### config.mk
export PLATFORM = sky130hd
export DESIGN_NAME = pwm_multi_channel
export DESIGN_NICKNAME = d
export VERILOG_FILES = /design/src/rtl/pwm_multi_channel.sv
export SDC_FILE = /design/constraint.sdc
export NUM_CORES = 1
export LEC_CHECK = 0
export ABC_AREA = 1
export CORE_MARGIN = 2
export CORE_UTILIZATION = 30
export DETAILED_ROUTE_END_ITERATION = 12
export PLACE_DENSITY = 0.42
export SLEW_MARGIN = 20
export SYNTH_ARGS = -nofsm -noshare
export SYNTH_HDL_FRONTEND = slang
export SYNTH_SLANG_ARGS = --single-unit
export TNS_END_PERCENT = 20
### constraint.sdc
create_clock -name clk -period 1.65 [get_ports clk]
set_clock_uncertainty 0.05 [all_clocks]
set_input_delay 0.33 -clock clk [delete_from_list [all_inputs] [get_ports clk]]
set_output_delay 0.33 -clock clk [all_outputs]
set_load 0.01 [all_outputs]
### src/rtl/pwm_multi_channel.sv
// Multi-channel PWM generator: shared prescaled period counter (edge- or center-aligned),
// per-channel double-buffered duty registers that update only at period boundaries.
module pwm_multi_channel #(
  parameter int CHANNELS = 4,
  parameter int WIDTH    = 8,
  parameter int PRESCALE = 128
) (
  input  logic                clk,
  input  logic                reset,
  input  logic                enable,
  input  logic                mode,
  input  logic                wr_en,
  input  logic [3:0]          wr_ch,
  input  logic [WIDTH-1:0]    wr_duty,
  input  logic [CHANNELS-1:0] invert,
  output logic [CHANNELS-1:0] pwm,
  output logic                period_start
);

  localparam int              PW         = (PRESCALE > 1) ? $clog2(PRESCALE) : 1;
  localparam logic [PW-1:0]   PRESC_LAST = PW'(PRESCALE - 1);
  localparam logic [WIDTH-1:0] MAX       = '1;
  localparam logic [WIDTH-1:0] ONE       = WIDTH'(1);

  typedef enum logic {UP = 1'b0, DOWN = 1'b1} dir_t;

  logic [PW-1:0]                     presc_q, presc_d;
  logic [WIDTH-1:0]                  cnt_q, cnt_d;
  dir_t                              dir_q, dir_d;
  logic                              mode_q, mode_d;
  logic [CHANNELS-1:0][WIDTH-1:0]    shadow_q, shadow_d;
  logic [CHANNELS-1:0][WIDTH-1:0]    duty_q, duty_d;
  logic [CHANNELS-1:0]               pwm_q, pwm_d;
  logic                              ps_q, ps_d;
  logic                              tick;
  logic                              boundary;
  logic [CHANNELS-1:0]               raw;

  always_comb begin
    // NOTE: every signal gets a default first so no path leaves it unassigned (no latches).
    presc_d  = presc_q;
    cnt_d    = cnt_q;
    dir_d    = dir_q;
    mode_d   = mode_q;
    shadow_d = shadow_q;
    duty_d   = duty_q;
    tick     = 1'b0;
    boundary = 1'b0;
    raw      = '0;

    if (enable) begin
      tick    = (presc_q == PRESC_LAST);
      presc_d = tick ? '0 : presc_q + 1'b1;
    end

    if (tick) begin
      if (!mode_q) begin
        cnt_d    = cnt_q + 1'b1;
        boundary = (cnt_q == MAX);
      end else if (dir_q == UP) begin
        cnt_d = cnt_q + 1'b1;
        if (cnt_q == MAX - ONE) dir_d = DOWN;
      end else begin
        cnt_d    = cnt_q - 1'b1;
        boundary = (cnt_q == ONE);
      end
    end

    // Boundary takes the shadow as it stood before any same-cycle write.
    if (boundary) begin
      duty_d = shadow_q;
      mode_d = mode;
      dir_d  = UP;
    end

    for (int i = 0; i < CHANNELS; i++) begin
      if (wr_en && (wr_ch == 4'(i))) shadow_d[i] = wr_duty;
      raw[i] = (cnt_q < duty_q[i]);
    end

    pwm_d = raw ^ invert;
    ps_d  = boundary;
  end

  always_ff @(posedge clk) begin
    // NOTE: the duty register arrays are small flop banks, so they are cleared with everything else.
    if (reset) begin
      presc_q  <= '0;
      cnt_q    <= '0;
      dir_q    <= UP;
      mode_q   <= 1'b0;
      shadow_q <= '0;
      duty_q   <= '0;
      pwm_q    <= '0;
      ps_q     <= 1'b0;
    end else begin
      // NOTE: sequential state uses non-blocking assignments only.
      presc_q  <= presc_d;
      cnt_q    <= cnt_d;
      dir_q    <= dir_d;
      mode_q   <= mode_d;
      shadow_q <= shadow_d;
      duty_q   <= duty_d;
      pwm_q    <= pwm_d;
      ps_q     <= ps_d;
    end
  end

  assign pwm          = pwm_q;
  assign period_start = ps_q;

endmodule
# Yosys cells after proc, flatten, opt, wreduce, memory -nomap -nowiden
# Index checks and enable logic that the tools add are counted.
[classes]
bitwise_logic = 1
muxes = 9
addsub = 3
eq_ne = 7
n_lt_le_gt_ge = 4
reduce_logical = 7
[op_table]
columns = ["cell", "count"]
rows = [
  ["8-bit < comparator", 4],
  ["8-bit == test, second input constant", 2],
  ["8-bit 2-to-1 mux", 2],
  ["8-bit by 1-bit adder with 8-bit output, second input constant", 1],
  ["4-bit by 2-bit == test with 1-bit output, second input constant", 2],
  ["8-bit by 1-bit == test with 1-bit output, second input constant", 1],
  ["8-bit by 1-bit subtractor with 8-bit output, second input constant", 1],
  ["7-bit by 1-bit adder with 7-bit output, second input constant", 1],
  ["7-bit == test, second input constant", 1],
  ["7-bit 2-to-1 mux", 1],
  ["1-bit 2-to-1 mux", 6],
  ["4-bit by 1-bit == test with 1-bit output, second input constant", 1],
  ["1-bit logical AND", 4],
  ["4-bit zero test", 1],
  ["4-bit bitwise XOR", 1],
  ["2-bit AND reduction", 1],
  ["2-bit OR reduction", 1],
]
[word_totals]
reg_bits = 86
inputBits = 21
word_cells = 45
output_inout_bits = 5

# Logic depth before layout (Yosys ltp)
[logic_depth]
word_depth = 5
ltp_mapped = 10

# Worst setup path after synthesis
# OpenSTA, ideal clock, no wires.
[synth_timing]
path_type = "register -> register"
startpoint = "register presc_q[0]"
endpoint = "register cnt_q[6]"
path_buffers = 2
setup_slack_ps = 156
period_less_slack_ps = 1494
required_ps = 1491
path_stages_with_launch = 11
t_arrival_ps = 1335
cell_sequence = "dfxtp_1 -> ha_1 -> nand2_1 -> inv_1 -> nand4_1 -> nor2_2 -> buf_4 -> buf_4 -> nand3_1 -> nand2_1 -> inv_1"
[synth_via]
elab_chain_len = 2
[synth_rtl]
columns = ["item", "line_no", "rtl"]
rows = [
  ["start: declaration", "27", "logic [PW-1:0] presc_q, presc_d;"],
  ["start signal: assignment", "98", "presc_q <= presc_d;"],
  ["7-bit == test", "52", "tick = (presc_q == PRESC_LAST);"],
  ["1-bit 2-to-1 mux", "51", "if (enable) begin"],
  ["end signal: assignment", "99", "cnt_q <= cnt_d;"],
  ["end: declaration", "28", "logic [WIDTH-1:0] cnt_q, cnt_d;"],
]
# No other way between the ends.
# A chain may end at the register's enable or synchronous reset.

# Worst setup path in the final report
[layout_timing]
startpoint = "register presc_q[0]"
endpoint = "register duty_q[13] (netlist name)"
[layout_via]
elab_chain_len = 3
[layout_rtl]
columns = ["item", "line_no", "rtl"]
rows = [
  ["7-bit == test", "52", ""],
  ["1-bit 2-to-1 mux", "51", ""],
  ["1-bit 2-to-1 mux", "56", "if (tick) begin"],
  ["end signal: assignment", "103", "duty_q <= duty_d;"],
  ["end: declaration", "32", "logic [CHANNELS-1:0][WIDTH-1:0] duty_q, duty_d;"],
]
# No other way between the ends.

==> results.json <==
{
  "status": "finished clean",
  "critPathLaunch": "presc_q[0]",
  "numCtsBuffers": 9,
  "dr.first_iter.drc_count": 170,
  "synth_ff_type": "dfxtp_1",
  "yosys_warnings": 0,
  "slew_viol_final": 0,
  "insertion_delay_ns": 0.34,
  "clock_sinks": 86,
  "tightestPinTransition_ns": 0.2951,
  "period_minus_slack_ns": 1.583,
  "p_total_uw": 4206,
  "drt-pass1-iter-count": 4,
  "die_h_microns": 124.2,
  "slew_headroom": 0.8012,
  "r2r_start": "presc_q[0]",
  "final_util": 0.3903,
  "n_fill_cell": 1473,
  "final_cells": 839,
  "ys_seq_elements": 86,
  "synth-simple-area-share": 0.2813,
  "drive_gt1_frac": 0.1168,
  "worstHoldStart": "presc_q[6]",
  "worstRegToRegCells": 9,
  "path_max_fanout": 12,
  "setup_viol_count_final": 0,
  "dp_slack_ns": -0.2748,
  "hold_depth": 2,
  "numPortBuffers": 25,
  "drc": 0,
  "htreeDepth": 3,
  "coreArea_sq_um": 13990,
  "required_ns": 1.89,
  "ys_seq_area_frac": 0.3975,
  "core.rowCount": 43,
  "initial_core_util": 0.3097,
  "totalWireLength_mm": 11.20,
  "die_area_sq_um": 15420,
  "synth_xor_area_frac": 0.006066,
  "grt_setup_unrepaired": "yes",
  "crit_type": "reg2reg",
  "hold_viol": 0,
  "synth_most_common_cell": "nand2_1",
  "synth_top_family_by_area": "simple AND/OR/NAND/NOR gates",
  "fin_nets": 708,
  "yosysTopAreaCellShare": 0.3975,
  "hold-worst-slack_ns": 0.3957,
  "cts_tree": "done",
  "grt_pass1_wl_mm": 17.94,
  "setup_slack_ns": 0.06696,
  "diodes": 0,
  "drv_cap": 0,
  "antenna_left": 0,
  "synth_common_cells": "nand2_1 (117), inv_1 (87), dfxtp_1 (86), nand3_1 (59), nor2_1 (55)",
  "gp_congestion": 0.7873,
  "num_vias": 3866,
  "async_reset_ff_frac": 0,
  "syn-num-nets": 656,
  "fmaxAchievable_mhz": 631.7,
  "viasPerCell": 4.608,
  "synth_edf_count": 0,
  "synth_mux_area_frac": 0,
  "grt_pass1_vias": 3592,
  "cp-start-kind": "register",
  "synthToLayoutAreaGrowth_pct": 26.05,
  "cp-end-kind": "register",
  "syn_area_per_cell_sq_um": 7.195,
  "io_pins": 26,
  "cts-root-buf": "clkbuf_16",
  "arrival_ns": 1.82,
  "place_inst": 816,
  "ir_drop_mv": 0.4041,
  "yosys.area_share.adder": 0.09532,
  "hpwlAfterDp_mm": 8.028,
  "power.leakage_uw": 0.002401,
  "netlist_instances": 602,
  "synth_compound_area_frac": 0.1089,
  "antenna_found_initial": 0,
  "power.density_nw_per_um2": 770.2,
  "wire_per_inst_microns": 13.35,
  "synth_top_area_cell": "dfxtp_1",
  "track_usage": 0.1523,
  "synth_area_leaders": "dfxtp_1 (40%), nand2_1 (10%), ha_1 (9.5%), inv_1 (7.5%), nand3_1 (6.8%)",
  "grt_overflow_total": 0,
  "fp.dieW_microns": 124.2,
  "synth_area_sq_um": 4332,
  "synth.distinct_cells": 26,
  "clockBufferDepth": 2,
  "min_path_type": "reg2reg",
  "period_share": 0.9594,
  "grt_max_degree": 56,
  "path_clk_slew_ns": 0.06
}
## cells by family (layout without fill, tap and decap cells)
group / after synthesis / after routing
simple gates: 274 / 275
flops: 86 / 86
buf+inv: 116 / 172
compound gates: 90 / 90
fa+ha+maj: 33 / 33
xor+xnor: 3 / 3
## final timing paths
check	end	slack, ns
max	duty_q[13]	0.07
min reg2reg	presc_q[6]	0.40
max reg2reg	duty_q[13]	0.07
min	presc_q[6]	0.40
## where the power goes
part	total (uW)	switching, uW	internal, uW
logic	219	117	102
registers	2120	17.6	2100
clock network	1870	841	1020
## worst max-delay path, stage by stage (launching register included)
cell       delay (ns)
dfxtp_4          0.36
ha_4             0.13
nand2_2          0.05
inv_2            0.06
nand4_1          0.18
nor2_4           0.16
buf_12           0.17
clkbuf_16        0.17
nand4_1          0.11
nand2_1          0.08
## placed cells by master, fill, tap and decap left out, drive strengths merged
| cell type | n |
|---|---|
| or2 | 1 |
| o21ai | 41 |
| dfxtp | 86 |
| clkinv | 3 |
| nand2 | 120 |
| nor2 | 56 |
| nand3 | 59 |
| clkbuf | 14 |
| clkdlybuf4s50 | 25 |
| nand4 | 37 |
| ha | 33 |
| a21oi | 45 |
| o21a | 4 |
| clkinvlp | 1 |
| nor3 | 2 |
| buf | 38 |
| xnor2 | 1 |
| xor2 | 2 |
| inv | 91 |
## registers in the layout, indices dropped and copies added, names as in the netlist
register      count
period_start      1
cnt_q             8
dir_q             1
pwm               4
mode_q            1
duty_q           32
shadow_q         32
presc_q           7
## what timing repair did
action,4_1_cts,5_1_grt
hold buffers,0,0
gates cloned,0,4
pin swaps,2,9
buffers inserted,1,2
setup endpoints to repair,35,46
gates resized for setup,2,16
## cell type report
| cell class | count | area (sq um) | area share |
|---|---|---|---|
| repair buffers | 66 | 701.9 | 0.1286 |
| multi-input cells | 401 | 2200 | 0.4028 |
| flip-flops and latches | 86 | 1728 | 0.3165 |
| inverters | 90 | 337.8 | 0.06187 |
| clock inverters | 5 | 35.03 | 0.006416 |
| clock buffers | 11 | 232.7 | 0.04262 |
| well taps | 180 | 225.2 | 0.04125 |
## through the flow
| stage | instance area, sq um | setup TNS (ns) |
|---|---|---|
| 4_1_cts | 5305 | 0 |
| 3_3_place_gp | 5007 | -9.138 |
| 2_1_floorplan | 4332 | 0 |
| 6_report | 5460 | 0 |
| 5_1_grt | 5460 | -0.2096 |
| 3_5_place_dp | 5007 | -12.38 |
## layer usage
metal	wire (microns)	up-vias	track usage
li1	-	2073	-
met1	5905	1731	0.2171
met2	4881	54	0.2288
met3	286	8	0.02747
met4	127	0	0.05548
met5	0	-	0
Note: power is estimated with default switching activity, not from simulation.
